## src/rtl/id_queue_stage_pkg.sv

```systemverilog
// Shared encodings, decode-bundle type and helpers for the ID queue stage.
// Register tags are {fp_bank, idx[4:0]}; tag 0 (integer x0) is never a real dependency.
package id_queue_stage_pkg;

  localparam int TAG_W = 6;
  localparam logic [TAG_W-1:0] ZERO_REG = '0;

  // Major opcodes
  localparam logic [6:0] OP_LUI     = 7'b0110111;
  localparam logic [6:0] OP_AUIPC   = 7'b0010111;
  localparam logic [6:0] OP_JAL     = 7'b1101111;
  localparam logic [6:0] OP_JALR    = 7'b1100111;
  localparam logic [6:0] OP_BRANCH  = 7'b1100011;
  localparam logic [6:0] OP_LOAD    = 7'b0000011;
  localparam logic [6:0] OP_STORE   = 7'b0100011;
  localparam logic [6:0] OP_IMM     = 7'b0010011;
  localparam logic [6:0] OP_REG     = 7'b0110011;
  localparam logic [6:0] OP_LOADFP  = 7'b0000111;
  localparam logic [6:0] OP_STOREFP = 7'b0100111;
  localparam logic [6:0] OP_FP      = 7'b1010011;

  // funct7 values
  localparam logic [6:0] F7_BASE = 7'b0000000;
  localparam logic [6:0] F7_ALT  = 7'b0100000;
  localparam logic [6:0] F7_MUL  = 7'b0000001;
  localparam logic [6:0] F7_FADD = 7'b0000000;
  localparam logic [6:0] F7_FSUB = 7'b0000100;
  localparam logic [6:0] F7_FMUL = 7'b0001000;
  localparam logic [6:0] F7_FDIV = 7'b0001100;

  // ALU functions; the M-extension group is ALU_MUL | funct3
  localparam logic [4:0] ALU_ADD  = 5'd0;
  localparam logic [4:0] ALU_SUB  = 5'd1;
  localparam logic [4:0] ALU_SLL  = 5'd2;
  localparam logic [4:0] ALU_SLT  = 5'd3;
  localparam logic [4:0] ALU_SLTU = 5'd4;
  localparam logic [4:0] ALU_XOR  = 5'd5;
  localparam logic [4:0] ALU_SRL  = 5'd6;
  localparam logic [4:0] ALU_SRA  = 5'd7;
  localparam logic [4:0] ALU_OR   = 5'd8;
  localparam logic [4:0] ALU_AND  = 5'd9;
  localparam logic [4:0] ALU_FADD = 5'd10;
  localparam logic [4:0] ALU_FSUB = 5'd11;
  localparam logic [4:0] ALU_FMUL = 5'd12;
  localparam logic [4:0] ALU_FDIV = 5'd13;
  localparam logic [4:0] ALU_MUL  = 5'd16;

  // Memory commands: MSB=0 load (except MEM_NONE), MSB=1 store
  localparam logic [3:0] MEM_LB   = 4'b0000;
  localparam logic [3:0] MEM_LH   = 4'b0001;
  localparam logic [3:0] MEM_LW   = 4'b0010;
  localparam logic [3:0] MEM_FLW  = 4'b0011;
  localparam logic [3:0] MEM_LBU  = 4'b0100;
  localparam logic [3:0] MEM_LHU  = 4'b0101;
  localparam logic [3:0] MEM_NONE = 4'b0111;
  localparam logic [3:0] MEM_SB   = 4'b1000;
  localparam logic [3:0] MEM_SH   = 4'b1001;
  localparam logic [3:0] MEM_SW   = 4'b1010;
  localparam logic [3:0] MEM_FSW  = 4'b1011;

  // Branch control = {enable, type}
  localparam logic       FALSE   = 1'b0;
  localparam logic       TRUE    = 1'b1;
  localparam logic [2:0] BR_DONT = 3'd0;
  localparam logic [2:0] BR_EQ   = 3'd1;
  localparam logic [2:0] BR_NE   = 3'd2;
  localparam logic [2:0] BR_LT   = 3'd3;
  localparam logic [2:0] BR_GE   = 3'd4;
  localparam logic [2:0] BR_LTU  = 3'd5;
  localparam logic [2:0] BR_GEU  = 3'd6;
  localparam logic [2:0] BR_JUMP = 3'd7;

  // Operand selects
  localparam logic [1:0] SEL_CONST = 2'd0;
  localparam logic [1:0] SEL_REG   = 2'd1;
  localparam logic [1:0] SEL_PC    = 2'd2;
  localparam logic [1:0] SEL_IMM   = 2'd3;

  typedef struct packed {
    logic [TAG_W-1:0] rs1;
    logic [TAG_W-1:0] rs2;
    logic [TAG_W-1:0] rd;
    logic [31:0]      imm;
    logic [1:0]       opa_sel;
    logic [1:0]       opb_sel;
    logic [3:0]       br_ctrl;
    logic [4:0]       alu_func;
    logic [3:0]       mem_cmd;
    logic             illegal;
  } dec_t;

  localparam dec_t DEC_NOP = '{rs1: ZERO_REG, rs2: ZERO_REG, rd: ZERO_REG, imm: 32'd0,
                               opa_sel: SEL_CONST, opb_sel: SEL_CONST,
                               br_ctrl: {FALSE, BR_DONT}, alu_func: ALU_ADD,
                               mem_cmd: MEM_NONE, illegal: 1'b0};

  function automatic logic is_load(input logic [3:0] mem_cmd);
    return !mem_cmd[3] && (mem_cmd != MEM_NONE);
  endfunction

endpackage

```

## src/rtl/id_queue_stage_decoder.sv

```systemverilog
// Purely combinational RV32IMF decoder: instruction word -> decode bundle.
// Latency: 0 cycles. Backpressure: none (no state).
// Ports: inst (32b instruction word) in, dec (decode bundle) out.
module rv_decoder
  import id_queue_stage_pkg::*;
(
  input  logic [31:0] inst,
  output dec_t        dec
);

  logic [6:0] opc;
  logic [2:0] f3;
  logic [6:0] f7;
  logic [31:0] i_imm, s_imm, b_imm, u_imm, j_imm;
  logic [TAG_W-1:0] x_rs1, x_rs2, x_rd, f_rs1, f_rs2, f_rd;

  assign opc   = inst[6:0];
  assign f3    = inst[14:12];
  assign f7    = inst[31:25];
  assign i_imm = {{20{inst[31]}}, inst[31:20]};
  assign s_imm = {{20{inst[31]}}, inst[31:25], inst[11:7]};
  assign b_imm = {{19{inst[31]}}, inst[31], inst[7], inst[30:25], inst[11:8], 1'b0};
  assign u_imm = {inst[31:12], 12'd0};
  assign j_imm = {{11{inst[31]}}, inst[31], inst[19:12], inst[20], inst[30:21], 1'b0};
  assign x_rs1 = {1'b0, inst[19:15]};
  assign x_rs2 = {1'b0, inst[24:20]};
  assign x_rd  = {1'b0, inst[11:7]};
  assign f_rs1 = {1'b1, inst[19:15]};
  assign f_rs2 = {1'b1, inst[24:20]};
  assign f_rd  = {1'b1, inst[11:7]};

  function automatic logic [4:0] base_alu(input logic [2:0] fn);
    case (fn)
      3'b000:  return ALU_ADD;
      3'b001:  return ALU_SLL;
      3'b010:  return ALU_SLT;
      3'b011:  return ALU_SLTU;
      3'b100:  return ALU_XOR;
      3'b101:  return ALU_SRL;
      3'b110:  return ALU_OR;
      default: return ALU_AND;
    endcase
  endfunction

  // Unused source fields stay ZERO_REG so they can never raise a false hazard.
  always_comb begin
    dec = DEC_NOP;
    case (opc)
      OP_LUI: begin
        dec.rd = x_rd; dec.imm = u_imm; dec.opb_sel = SEL_IMM;
      end
      OP_AUIPC: begin
        dec.rd = x_rd; dec.imm = u_imm; dec.opa_sel = SEL_PC; dec.opb_sel = SEL_IMM;
      end
      OP_JAL: begin
        dec.rd = x_rd; dec.imm = j_imm; dec.opa_sel = SEL_PC; dec.br_ctrl = {TRUE, BR_JUMP};
      end
      OP_JALR: begin
        dec.rd = x_rd; dec.rs1 = x_rs1; dec.imm = i_imm; dec.opa_sel = SEL_REG;
        dec.br_ctrl = {TRUE, BR_JUMP};
        dec.illegal = (f3 != 3'b000);
      end
      OP_BRANCH: begin
        dec.rs1 = x_rs1; dec.rs2 = x_rs2; dec.imm = b_imm;
        dec.opa_sel = SEL_PC; dec.opb_sel = SEL_IMM; dec.alu_func = ALU_SUB;
        case (f3)
          3'b000:  dec.br_ctrl = {TRUE, BR_EQ};
          3'b001:  dec.br_ctrl = {TRUE, BR_NE};
          3'b100:  dec.br_ctrl = {TRUE, BR_LT};
          3'b101:  dec.br_ctrl = {TRUE, BR_GE};
          3'b110:  dec.br_ctrl = {TRUE, BR_LTU};
          3'b111:  dec.br_ctrl = {TRUE, BR_GEU};
          default: dec.illegal = 1'b1;
        endcase
      end
      OP_LOAD: begin
        dec.rd = x_rd; dec.rs1 = x_rs1; dec.imm = i_imm;
        dec.opa_sel = SEL_REG; dec.opb_sel = SEL_IMM;
        case (f3)
          3'b000:  dec.mem_cmd = MEM_LB;
          3'b001:  dec.mem_cmd = MEM_LH;
          3'b010:  dec.mem_cmd = MEM_LW;
          3'b100:  dec.mem_cmd = MEM_LBU;
          3'b101:  dec.mem_cmd = MEM_LHU;
          default: dec.illegal = 1'b1;
        endcase
      end
      OP_STORE: begin
        dec.rs1 = x_rs1; dec.rs2 = x_rs2; dec.imm = s_imm;
        dec.opa_sel = SEL_REG; dec.opb_sel = SEL_IMM;
        case (f3)
          3'b000:  dec.mem_cmd = MEM_SB;
          3'b001:  dec.mem_cmd = MEM_SH;
          3'b010:  dec.mem_cmd = MEM_SW;
          default: dec.illegal = 1'b1;
        endcase
      end
      OP_IMM: begin
        dec.rd = x_rd; dec.rs1 = x_rs1; dec.imm = i_imm;
        dec.opa_sel = SEL_REG; dec.opb_sel = SEL_IMM;
        dec.alu_func = base_alu(f3);
        // Only the shift forms constrain funct7; other forms use those bits as immediate.
        if (f3 == 3'b101 && f7 == F7_ALT) dec.alu_func = ALU_SRA;
        dec.illegal = (f3 == 3'b001 && f7 != F7_BASE) ||
                      (f3 == 3'b101 && f7 != F7_BASE && f7 != F7_ALT);
      end
      OP_REG: begin
        dec.rd = x_rd; dec.rs1 = x_rs1; dec.rs2 = x_rs2;
        dec.opa_sel = SEL_REG; dec.opb_sel = SEL_REG;
        case (f7)
          F7_BASE: dec.alu_func = base_alu(f3);
          F7_MUL:  dec.alu_func = ALU_MUL | {2'b00, f3};
          F7_ALT: begin
            if (f3 == 3'b000)      dec.alu_func = ALU_SUB;
            else if (f3 == 3'b101) dec.alu_func = ALU_SRA;
            else                   dec.illegal  = 1'b1;
          end
          default: dec.illegal = 1'b1;
        endcase
      end
      OP_LOADFP: begin
        dec.rd = f_rd; dec.rs1 = x_rs1; dec.imm = i_imm;
        dec.opa_sel = SEL_REG; dec.opb_sel = SEL_IMM; dec.mem_cmd = MEM_FLW;
        dec.illegal = (f3 != 3'b010);
      end
      OP_STOREFP: begin
        dec.rs1 = x_rs1; dec.rs2 = f_rs2; dec.imm = s_imm;
        dec.opa_sel = SEL_REG; dec.opb_sel = SEL_IMM; dec.mem_cmd = MEM_FSW;
        dec.illegal = (f3 != 3'b010);
      end
      OP_FP: begin
        dec.rd = f_rd; dec.rs1 = f_rs1; dec.rs2 = f_rs2;
        dec.opa_sel = SEL_REG; dec.opb_sel = SEL_REG;
        case (f7)
          F7_FADD: dec.alu_func = ALU_FADD;
          F7_FSUB: dec.alu_func = ALU_FSUB;
          F7_FMUL: dec.alu_func = ALU_FMUL;
          F7_FDIV: dec.alu_func = ALU_FDIV;
          default: dec.illegal  = 1'b1;
        endcase
      end
      default: dec.illegal = 1'b1;
    endcase
    // An illegal bundle must not write, access memory or redirect.
    if (dec.illegal) begin
      dec.rd      = ZERO_REG;
      dec.mem_cmd = MEM_NONE;
      dec.br_ctrl = {FALSE, BR_DONT};
    end
  end

endmodule

```

## src/rtl/id_queue_stage.sv

```systemverilog
// Decode stage: instruction FIFO, head decode, load-use hazard stall, forwarding selects.
// Latency: push-to-out_vld 2 edges when the queue is empty and EX is ready.
// Backpressure: in_rdy low only when the queue is full; out_rdy low freezes the output register.
// Ports: in_* fetch side (vld/rdy), flush redirect, ex_ld_* load in EX, fwd_* downstream rd tags,
//        out_* registered decode bundle (vld/rdy), stall_cnt saturating hazard-stall count.
module id_queue_stage
  import id_queue_stage_pkg::*;
#(
  parameter  int QDEPTH     = 4,
  parameter  int FWD_STAGES = 2,
  parameter  int REG_W      = TAG_W,
  parameter  int CNT_W      = 16,
  localparam int FSEL_W     = $clog2(FWD_STAGES + 2)
) (
  input  logic                        clk,
  input  logic                        rst,
  input  logic                        in_vld,
  output logic                        in_rdy,
  input  logic [31:0]                 in_pc,
  input  logic [31:0]                 in_inst,
  input  logic                        flush,
  input  logic                        ex_ld_vld,
  input  logic [REG_W-1:0]            ex_ld_rd,
  input  logic [FWD_STAGES-1:0]       fwd_vld,
  input  logic [FWD_STAGES*REG_W-1:0] fwd_rd,
  output logic                        out_vld,
  input  logic                        out_rdy,
  output logic [31:0]                 out_pc,
  output logic [REG_W-1:0]            out_rs1,
  output logic [REG_W-1:0]            out_rs2,
  output logic [REG_W-1:0]            out_rd,
  output logic [31:0]                 out_imm,
  output logic [1:0]                  out_opa_sel,
  output logic [1:0]                  out_opb_sel,
  output logic [FSEL_W-1:0]           out_fwd1,
  output logic [FSEL_W-1:0]           out_fwd2,
  output logic [3:0]                  out_br_ctrl,
  output logic [4:0]                  out_alu_func,
  output logic [3:0]                  out_mem_cmd,
  output logic                        out_illegal,
  output logic [CNT_W-1:0]            stall_cnt
);

  localparam int PW = $clog2(QDEPTH);
  localparam int CW = PW + 1;
  localparam logic [CW-1:0] Q_FULL = CW'(QDEPTH);

  logic [31:0]   q_pc   [QDEPTH];
  logic [31:0]   q_inst [QDEPTH];
  logic [PW-1:0] wr_ptr, rd_ptr;
  logic [CW-1:0] count;
  logic          push, issue, head_vld, hazard, out_is_ld;
  dec_t          hd, out_q;
  logic [FSEL_W-1:0] fsel1, fsel2;

  assign in_rdy   = (count != Q_FULL);
  assign push     = in_vld && in_rdy && !flush;
  assign head_vld = (count != '0);

  rv_decoder u_dec (
    .inst (q_inst[rd_ptr]),
    .dec  (hd)
  );

  function automatic logic tag_hit(input logic [REG_W-1:0] src, input logic [REG_W-1:0] dst);
    return (src != ZERO_REG) && (src == dst);
  endfunction

  // Candidates are applied from highest to lowest select so the lowest match wins.
  function automatic logic [FSEL_W-1:0] fwd_sel(input logic [REG_W-1:0] src);
    logic [FSEL_W-1:0] sel;
    sel = '0;
    for (int k = FWD_STAGES - 1; k >= 0; k--) begin
      if (fwd_vld[k] && tag_hit(src, fwd_rd[k*REG_W +: REG_W])) sel = FSEL_W'(k + 2);
    end
    if (out_vld && tag_hit(src, out_q.rd)) sel = FSEL_W'(1);
    return sel;
  endfunction

  assign out_is_ld = out_vld && is_load(out_q.mem_cmd);
  assign hazard = head_vld &&
                  ((ex_ld_vld && (tag_hit(hd.rs1, ex_ld_rd) || tag_hit(hd.rs2, ex_ld_rd))) ||
                   (out_is_ld && (tag_hit(hd.rs1, out_q.rd) || tag_hit(hd.rs2, out_q.rd))));
  assign issue  = head_vld && !hazard && !flush && (!out_vld || out_rdy);
  assign fsel1  = fwd_sel(hd.rs1);
  assign fsel2  = fwd_sel(hd.rs2);

  // Storage needs no reset: entries are only read when count says they are valid.
  always_ff @(posedge clk) begin
    if (push) begin
      q_pc[wr_ptr]   <= in_pc;
      q_inst[wr_ptr] <= in_inst;
    end
  end

  always_ff @(posedge clk) begin
    if (rst) begin
      wr_ptr    <= '0;
      rd_ptr    <= '0;
      count     <= '0;
      out_vld   <= 1'b0;
      out_pc    <= '0;
      out_q     <= DEC_NOP;
      out_fwd1  <= '0;
      out_fwd2  <= '0;
      stall_cnt <= '0;
    end else begin
      if (flush) begin
        wr_ptr  <= '0;
        rd_ptr  <= '0;
        count   <= '0;
        out_vld <= 1'b0;
      end else begin
        if (push)  wr_ptr <= wr_ptr + PW'(1);
        if (issue) rd_ptr <= rd_ptr + PW'(1);
        count <= count + CW'(push) - CW'(issue);
        if (issue) begin
          out_vld  <= 1'b1;
          out_pc   <= q_pc[rd_ptr];
          out_q    <= hd;
          out_fwd1 <= fsel1;
          out_fwd2 <= fsel2;
        end else if (out_rdy) begin
          out_vld <= 1'b0;
        end
      end
      if (hazard && !flush && stall_cnt != '1) stall_cnt <= stall_cnt + CNT_W'(1);
    end
  end

  assign out_rs1      = out_q.rs1;
  assign out_rs2      = out_q.rs2;
  assign out_rd       = out_q.rd;
  assign out_imm      = out_q.imm;
  assign out_opa_sel  = out_q.opa_sel;
  assign out_opb_sel  = out_q.opb_sel;
  assign out_br_ctrl  = out_q.br_ctrl;
  assign out_alu_func = out_q.alu_func;
  assign out_mem_cmd  = out_q.mem_cmd;
  assign out_illegal  = out_q.illegal;

endmodule
```

## config.mk

```make
export PLATFORM = sky130hd
export DESIGN_NAME = id_queue_stage
export DESIGN_NICKNAME = d
export VERILOG_FILES = /design/src/rtl/id_queue_stage_pkg.sv /design/src/rtl/id_queue_stage_decoder.sv /design/src/rtl/id_queue_stage.sv
export SDC_FILE = /design/constraint.sdc
export NUM_CORES = 1
export LEC_CHECK = 0
export BUFFER_PORTS_ARGS = -buffer_cell sky130_fd_sc_hd__buf_2
export CAP_MARGIN = 20
export CORE_MARGIN = 4
export CORE_UTILIZATION = 50
export DETAILED_ROUTE_END_ITERATION = 12
export PLACE_DENSITY = 0.69
export RECOVER_POWER = 25
export SYNTH_ARGS = -nofsm -noshare
export SYNTH_HDL_FRONTEND = slang
export SYNTH_SLANG_ARGS = --single-unit
```

## constraint.sdc

```tcl
create_clock -name clk -period 5.2 [get_ports clk]
set_clock_uncertainty 0.15 [all_clocks]
set_input_delay 0.78 -clock clk [delete_from_list [all_inputs] [get_ports clk]]
set_output_delay 0.78 -clock clk [all_outputs]
set_load 0.05 [all_outputs]
```

# Yosys cells after proc, flatten, opt, wreduce, memory -nomap -nowiden
# Memory sizes are Yosys's and may differ from the RTL's. A register that Yosys moved wholly into a read port is not among the register bits.
# Cells that the tools add are included.
[totals] regBits=96 latch_bits=0 ram_bits=256 romBits=0 inputBits=90 out_inout_bits=122 memories=2
[op_classes] add_sub_neg=5 n_mul=0 n_div=0 n_lt_le_gt_ge=0 eq_ne=37 shifts=0 muxes=41 n_bitwise=1 reduce_logical=69
[mem_list] memory="q_inst" words=4 word_bits=32 rd=1 rd_clocked_by_memory_dff=1 write_ports=1 line="id_queue_stage.sv:49" text="logic [31:0] q_inst [QDEPTH];"
[mem_list] memory="q_pc" words=4 word_bits=32 rd=1 rd_clocked_by_memory_dff=1 write_ports=1 line="id_queue_stage.sv:48" text="logic [31:0] q_pc [QDEPTH];"
[op_table] operator="$pmux W32 S5" count=1
[op_table] operator="$eq A6 B6 Y1" count=8
[op_table] operator="$pmux W6 S2" count=3
[op_table] operator="$eq A7 B6 Y1 const B" count=5
[op_table] operator="$pmux W4 S4" count=2
[op_table] operator="$logic_and A1 B1 Y1" count=30
[op_table] operator="$eq A7 B7 Y1 const B" count=4
[op_table] operator="$pmux W4 S7" count=1
[op_table] operator="$pmux W4 S6" count=1
[op_table] operator="$reduce_or A8 Y1" count=3
[op_table] operator="$pmux W5 S4" count=1
[op_table] operator="$reduce_or A2 Y1" count=9
[op_table] operator="$add A16 B1 Y16 const B" count=1
[op_table] operator="$mux W2" count=8
[op_table] operator="$ne A16 B16 Y1 const B" count=1
[op_table] operator="$pmux W3 S5" count=1
[op_table] operator="$pmux W5 S3" count=1
[op_table] operator="$eq A7 B3 Y1 const B" count=2
[op_table] operator="$eq A7 B4 Y1 const B" count=2
[op_table] operator="$eq A7 B5 Y1 const B" count=2
[op_table] operator="$eq A3 B3 Y1 const B" count=4
[op_table] operator="$pmux W4 S3" count=1
[op_table] operator="$reduce_bool A6 Y1" count=2
[op_table] operator="$reduce_or A3 Y1" count=4
[op_table] operator="33 further kinds" count=56

# Depth between registers and ports, before layout
# Gate-level depths: netlist of the first run.
[logic_depth] ltp_word=15 depth_mapped=21

# Cells and area by module
# A second synthesis of the first run with hierarchy kept.
[unflattened] hier_cells=1251 area_unflattened_um2=16130.5
[modules_own_cells] module="id_queue_stage" instances=1 cells_per_inst=1033 area_per_inst_um2=14786.7 seq_area_each_um2=10289.9
[modules_own_cells] module="rv_decoder" instances=1 cells_per_inst=218 area_per_inst_um2=1343.8 seq_area_each_um2=0.0

# Worst setup path before layout of the first run
# OpenSTA, ideal clock, no wires.
[synth_timing] path_kind="register to register" start="register with a tool-made name" end="register count[2]" setup_time_ps=126 t_arrival_ps=4208 setup_slack_ps=716 stages_incl_launch_ff=19 n_path_buf=3 cell_sequence="dfxtp_1 buf_6 mux4_2 xnor2_2 a2111oi_1 o32a_1 nor4b_2 a311o_2 nor2_2 buf_2 buf_2 ha_1 inv_1 ha_1 inv_1 fa_1 xor2_1 xnor2_1 nor2_1"
[synth_lines] element="end signal, assigned" line="id_queue_stage.sv:116" text="count <= count + CW'(push) - CW'(issue);"
[synth_lines] element="end, declared" line="id_queue_stage.sv:51" text="logic [CW-1:0] count;"

==> metrics, run 1 <==
outcome=complete, no violations; port buffer count=around 210; Area contributors post-synth=edfxtp_1, dfxtp_1, mux4_2; WL per Instance=roughly 22 um; area share of the largest cell type after synthesis=0.4717; Post-synth EDFFs=around 260; DRT iter0 DRCs=between 900 and 1000; Synth Warn #=0; # Max-Cap Violations=0; Worst R2R Setup Slack=560 ps; DP HPWL=around 28000 um; vias in the first global route=between 10000 and 15000; gr usage total=0.2304; Antenna Violating Nets Remaining=0; Distinct cells, synth=between 70 and 80; hold path depth=2; clk sinks=386; drt pass-1 iters=7; Leak=between 6 and 7 nW; HP Class=register to register; die width=188.5 um; largest area contributor in the netlist=edfxtp_1; Vias/cell=roughly 6.0; Net Sw Power=about 1.6 mW; GPL Wtd Cong=0.9404; Storage cell area=slightly above 10000 um2; H-tree Lvls=2; CP max FO=19; CTS Buffer Depth=3; Async SR Flop Fraction=0; switch share=0.2426; final setup vio count=0; combinational share of power=0.093; Area growth syn-to-layout=16.37%; slew margin rel.=0.3311; Top-Level Pins=212; startpoint types=register; slowest stage cell, crit path=o41ai_4; DRC viols=0; Core Rows=65; Max Clk Rate=215.4 MHz; CTS Hold Buffers Added=0; antenna cells=0; Clock transition at path regs=~60 ps; largest net degree at the start of global routing=~140; share of layout cells above drive strength 1=0.2373; RSZ-0062 raised after global routing=no; Final Hold Viols=0; worst slew pin tran=a little under 1000 ps; startpoint of the worst hold path=out_rs2[0]$_SDFFE_PP0P_; total power=6.799 mW; Power per Cell Area=between 300 and 400 nW/um2; CP Buf/Inv Count=3; syn_area_per_cell=between 10 and 15 um2; final global-route overflow total=0; top-count cell post-synth=edfxtp_1; Die Footprint=35550 um2; Setup CP Type=register to register; post_cts resized=0; Critical Path End Type=register; setup_tns=0 ps; Multi-input gate area=~5500 um2; first-pass GRT wire length=64540 um; crit-path max cell delay=between 700 and 800 ps; cell internal pwr=5.150 mW; Via Count=about 11000; WL final=~42000 um; Worst R2R End=count[2]$_SDFF_PP0_; sequential share of power=0.498; maximum vdd drop=341.5 uV; Layout Nets=around 1500; Clock Power Share=0.409; Worst-Skew Late Latency=530 ps; top cells by count, synth=edfxtp_1, dfxtp_1, a21oi_1; Chip Height=about 190 um; CP cell instances=buf_4 > mux4_2 > or2_1 > a311oi_1 > o22ai_1 > o41ai_4 > nor2_4 > ha_1 > inv_1 > ha_1 > inv_1 > fa_1 > xor2_1 > xnor2_1 > nor2_1; Worst EP arrival=4910 ps; # fillers=~2600; cell count after synthesis=1240; initial antenna violation count=3; post-synth net total=approximately 1300; root buffer cell=clkbuf_16; WP data required=5460 ps; Seq cells post-synth=~390; cell family with most CP delay=compound AO/OA/AOI/OAI gates; total core area=between 30000 and 40000 um2; period utilization=0.8928; Worst Hold End=out_rs2[0]$_SDFFE_PP0P_; main flop type after synthesis=edfxtp_1; Seq/Total Area, Yosys=0.6314; final slew viol count=0; setup bufs post-CTS=0; initial core utilization=0.5112; Final min period=roughly 4600 ps; synthesized area=roughly 16000 um2; CTS tree=built; worst reg2reg path depth=15; total CTS buffers=39
[worst min-delay path, delay by kind of cell, from the launching register on]
kind | cells | cell delay [ps]
AO/OA/AOI/OAI | 2 | 120
flip-flops | 1 | 300
[power groups by stage]
stage	combinational, mW	sequential (mW)	clock (mW)
floorplan	0.311	3.57	0
global placement	0.627	3.45	0
detailed placement	0.636	3.45	0
CTS	0.638	3.38	2.82
global route	0.683	3.39	2.96
finish	0.635	3.38	2.78
[flip-flops by register name (all words and copies together) (netlist names), named ones only]
register and flops:
count 3, out_alu_func 5, out_br_ctrl 4, out_fwd1 2, out_fwd2 2, out_illegal 1, out_imm 32, out_mem_cmd 4
out_opa_sel 2, out_opb_sel 2, out_pc 32, out_rd 6, out_rs1 6, out_rs2 6, out_vld 1, q_inst 128
q_pc 128, rd_ptr 2, stall_cnt 16, wr_ptr 2
[stage by stage]
stage	util	std cells	hold slack (ps)	cell area, um2	setup WS [ps]
detailed placement	0.5568	1826	312.4	17750	520.6
CTS	0.5969	1897	295.5	19030	494.7
floorplan	-	1240	319.2	16300	716.2
finish	0.5949	1897	320.0	18970	557.5
global placement	0.5568	1826	310.8	17750	588.2
global route	0.5949	1897	323.7	18970	190.2
[layer usage]
layer / GRT usage / wire length [um] / vias up
li1: - / - / 5163
met1: 0.3124 / 16940 / 5565
met2: 0.3753 / 19900 / 502
met3: 0.04761 / 3638 / 85
met4: 0.07735 / 1324 / 6
met5: 0 / 40 / -
[kinds of logic (layout without fill, tap and decap cells)]
family / Yosys count / in the layout / share of synthesized area
xor+xnor: 35 / 35 / 0.01927
simple gates: 314 / 314 / 0.09619
buf+inv: 114 / 336 / 0.03094
mux: 74 / 74 / 0.09351
compound gates: 308 / 308 / 0.1215
flops: 386 / 386 / 0.6314
fa+ha+maj: 9 / 9 / 0.007293
[worst max-delay path by stage]
stage,startpoint,depth (start not counted),endpoint
global route,register,15,count[2]$_SDFF_PP0_
detailed placement,register,15,count[2]$_SDFF_PP0_
finish,register,15,count[2]$_SDFF_PP0_
global placement,register,15,count[2]$_SDFF_PP0_
CTS,register,15,count[2]$_SDFF_PP0_
floorplan,register,18,count[2]$_SDFF_PP0_
[layout by cell type, fill, tap and decap left out, drive strengths merged, types with 26 or more instances in the layout]
cell | netlist | routed
a211oi | 36 | 36
a21oi | 105 | 105
buf | 35 | 193
clkbuf | 56 | 105
dfxtp | 130 | 130
edfxtp | 256 | 256
mux4 | 62 | 62
nand2 | 84 | 84
nand3 | 44 | 44
nor2 | 76 | 76
o21ai | 80 | 80
xnor2 | 26 | 26
[final cells by class]
cell class,instances,area share
Sequential cell,386,0.5427
Multi-Input combinational cell,740,0.2912
Timing Repair Buffer,242,0.06551
Clock buffer,56,0.05911
Tap cell,435,0.02870
Clock inverter,15,0.008246
Inverter,23,0.004552
(Power assumes the default switching activity.)
==> inputs of run 2 (changes only) <==
--- a/config.mk
+++ b/config.mk
@@ -5,12 +5,13 @@
 export SDC_FILE = /design/constraint.sdc
 export NUM_CORES = 1
 export LEC_CHECK = 0
+export ABC_AREA = 1
 export BUFFER_PORTS_ARGS = -buffer_cell sky130_fd_sc_hd__buf_2
 export CAP_MARGIN = 20
 export CORE_MARGIN = 4
 export CORE_UTILIZATION = 50
 export DETAILED_ROUTE_END_ITERATION = 12
-export PLACE_DENSITY = 0.69
+export PLACE_DENSITY = 0.68
 export RECOVER_POWER = 25
 export SYNTH_ARGS = -nofsm -noshare
 export SYNTH_HDL_FRONTEND = slang
==> constraint.sdc (replaced) <==
create_clock -name clk -period 5.5 [get_ports clk]
set_clock_uncertainty 0.15 [all_clocks]
set_input_delay 0.825 -clock clk [delete_from_list [all_inputs] [get_ports clk]]
set_output_delay 0.825 -clock clk [all_outputs]
set_load 0.05 [all_outputs]
==> metrics, run 2 <==
outcome=complete, no violations; Top cell by count, worst path=nand2_1; initial antenna violation count=2; Seq cells post-synth=around 390; initial core utilization=0.5069; Seq/Total Area, Yosys=0.6054; HP Class=register to register; Worst-Skew Late Latency=roughly 560 ps; final slew viol count=0; Die Footprint=~37000 um2; post-synth net total=1919; GPL Wtd Cong=about 0.95; gr usage total=0.2527; most frequent cells in the layout=nor2_1, nand2_1, edfxtp_1; Metal-1 WL=between 20000 and 25000 um; Layout Cells excl Fill=between 2000 and 3000; top cells by count, synth=nor2_1, nand2_1, edfxtp_1; metal2 WL=21980 um; antenna cells=0; Placed Area=18440 um2; syn_area_per_cell=slightly above 9 um2; top-count cell post-synth=nor2_1; WP data required=~5800 ps; area share of the largest cell type after synthesis=0.4523; Synth Warn #=0; vias in the first global route=about 13000; Layout Nets=2118; Setup CP Type=register to register; met3 wire length=between 3000 and 4000 um; top flop regs=q_inst: 128 flops, q_pc: 128 flops; total core area=33530 um2; Distinct cells, synth=53; port buffer count=~210; final global-route overflow total=0; largest area contributor in the netlist=edfxtp_1; slew margin rel.=0.3024; post_cts resized=0; Simple-Gate Fraction of Synth Area=0.2181; CTS Hold Buffers Added=0; die width=192.4 um; CTS Buffer Depth=3; Max Clk Rate=roughly 200 MHz; CP cell instances=buf_4 > nand3_1 > nand3_1 > nand2_2 > nor2_8 > nand2_2 > nand2_4 > inv_4 > nand2_4 > nand2_1 > nand2_1 > nand2_1 > nor2_1 > nand4_1 > nand2_1 > nand2_2 > nand2_4 > nor2_8 > nand2_4 > buf_4 > nand2_1 > a21oi_1; Via Count=between 10000 and 15000; WL per Instance=between 15 and 20 um; Synth Area in Compound Gates=0.1066; share of layout cells above drive strength 1=0.1496; worst slew pin tran=about 1000 ps; Chip Height=around 190 um; Clock transition at path regs=~60 ps; Post-synth EDFFs=between 200 and 300; main flop type after synthesis=edfxtp_1; setup bufs post-CTS=0; WL final=47640 um; pre-CTS WS=between 600 and 700 ps; Leak=~8.0 nW; root buffer cell=clkbuf_16; Final min period=~4900 ps; total CTS buffers=40; H-tree Lvls=2; Core Rows=between 60 and 70; first-pass GRT wire length=72800 um; CP max FO=97; DP HPWL=~32000 um; largest family of logic cells by synthesized area=simple AND/OR/NAND/NOR gates; DRT iter0 DRCs=1295; final setup vio count=0; crit-path max cell delay=around 790 ps; Final Cell Area=19750 um2; Area growth syn-to-layout=16.21%; Async SR Flop Fraction=0; DRC viols=0; total power=about 6.7 mW; clk sinks=386; Antenna Violating Nets Remaining=0; setup_tns=0 ps; CTS tree=built; largest net degree at the start of global routing=98; area share of fa/ha/maj cells after synthesis=0.006331; cell count after synthesis=~1800; Max Used Layer=met5; # fillers=about 3000; synthesized area=17000 um2; Vias/cell=5.450; period utilization=0.8959; Critical Path End Type=register; drt pass-1 iters=6; Power per Cell Area=approximately 340 nW/um2; XOR/XNOR Fraction of Synth Area=0.005668; placed insts=~2400; Final Hold Viols=0; Area contributors post-synth=edfxtp_1, dfxtp_1, nor2_1; mux contribution to synthesized area=0; Top-Level Pins=roughly 210; commonest non-fill, non-tap cell in the layout=nor2_1; Worst EP arrival=5190 ps; maximum vdd drop=roughly 340 uV; startpoint types=register; # Max-Cap Violations=0; final worst slack=572.6 ps; RSZ-0062 raised after global routing=no; slowest stage cell, crit path=buf_4
run 2: cells by family after synthesis:
kind of cell,count (synthesis)
AOI/OAI and AO/OA,321
xor gates and xnor gates,11
buffers and inverters,216
and+or+nand+nor,879
adders and majority gates,8
DFF,386
run 2: worst paths after layout:
path / from / end / slack, ps / depth (start not counted)
setup / recovery: register / register / 570 / 22
hold / removal: out_imm[13]$_SDFFE_PP0P_ / out_imm[13]$_SDFFE_PP0P_ / 310 / 2
setup reg to reg: register / register / 570 / 22
hold reg to reg: out_imm[13]$_SDFFE_PP0P_ / out_imm[13]$_SDFFE_PP0P_ / 310 / 2
run 2: layer usage:
layer,vias to the layer above,track usage
li1,6568,-
met1,6474,0.3432
met2,483,0.4129
met3,96,0.04541
met4,4,0.08530
met5,-,0
run 2: where the power goes:
| part | switching, mW | internal, mW | total (mW) |
|---|---|---|---|
| sequential | 0.0493 | 3.19 | 3.24 |
| clock | 1.11 | 1.61 | 2.72 |
| combinational | 0.559 | 0.184 | 0.744 |
| total | 1.72 | 4.98 | 6.71 |
run 2: layout make-up:
type / count / area (um2) / area share
sequential: 386 / 10290 / 0.5211
clock inverter: 16 / 236.5 / 0.01197
inverter: 130 / 491.7 / 0.02489
clock buffer: 58 / 1109 / 0.05612
multi-input combinational: 1219 / 5753 / 0.2913
timing repair buffer: 243 / 1310 / 0.06632
tap: 448 / 560.5 / 0.02838
run 2: critical path: cells and delay by family, from the launching register on:
family | cells | cell delay (ps)
flip-flops | 1 | 330
AND/OR/NAND/NOR | 18 | 2530
buffers and inverters | 3 | 1260
AO/OA/AOI/OAI | 1 | 380
run 2: through the flow:
step	hold slack (ps)	util
floorplan	343.6	-
global placement	299.9	0.5492
detailed placement	305.8	0.5500
CTS	306.0	0.5901
global route	329.0	0.5891
finish	313.0	0.5891
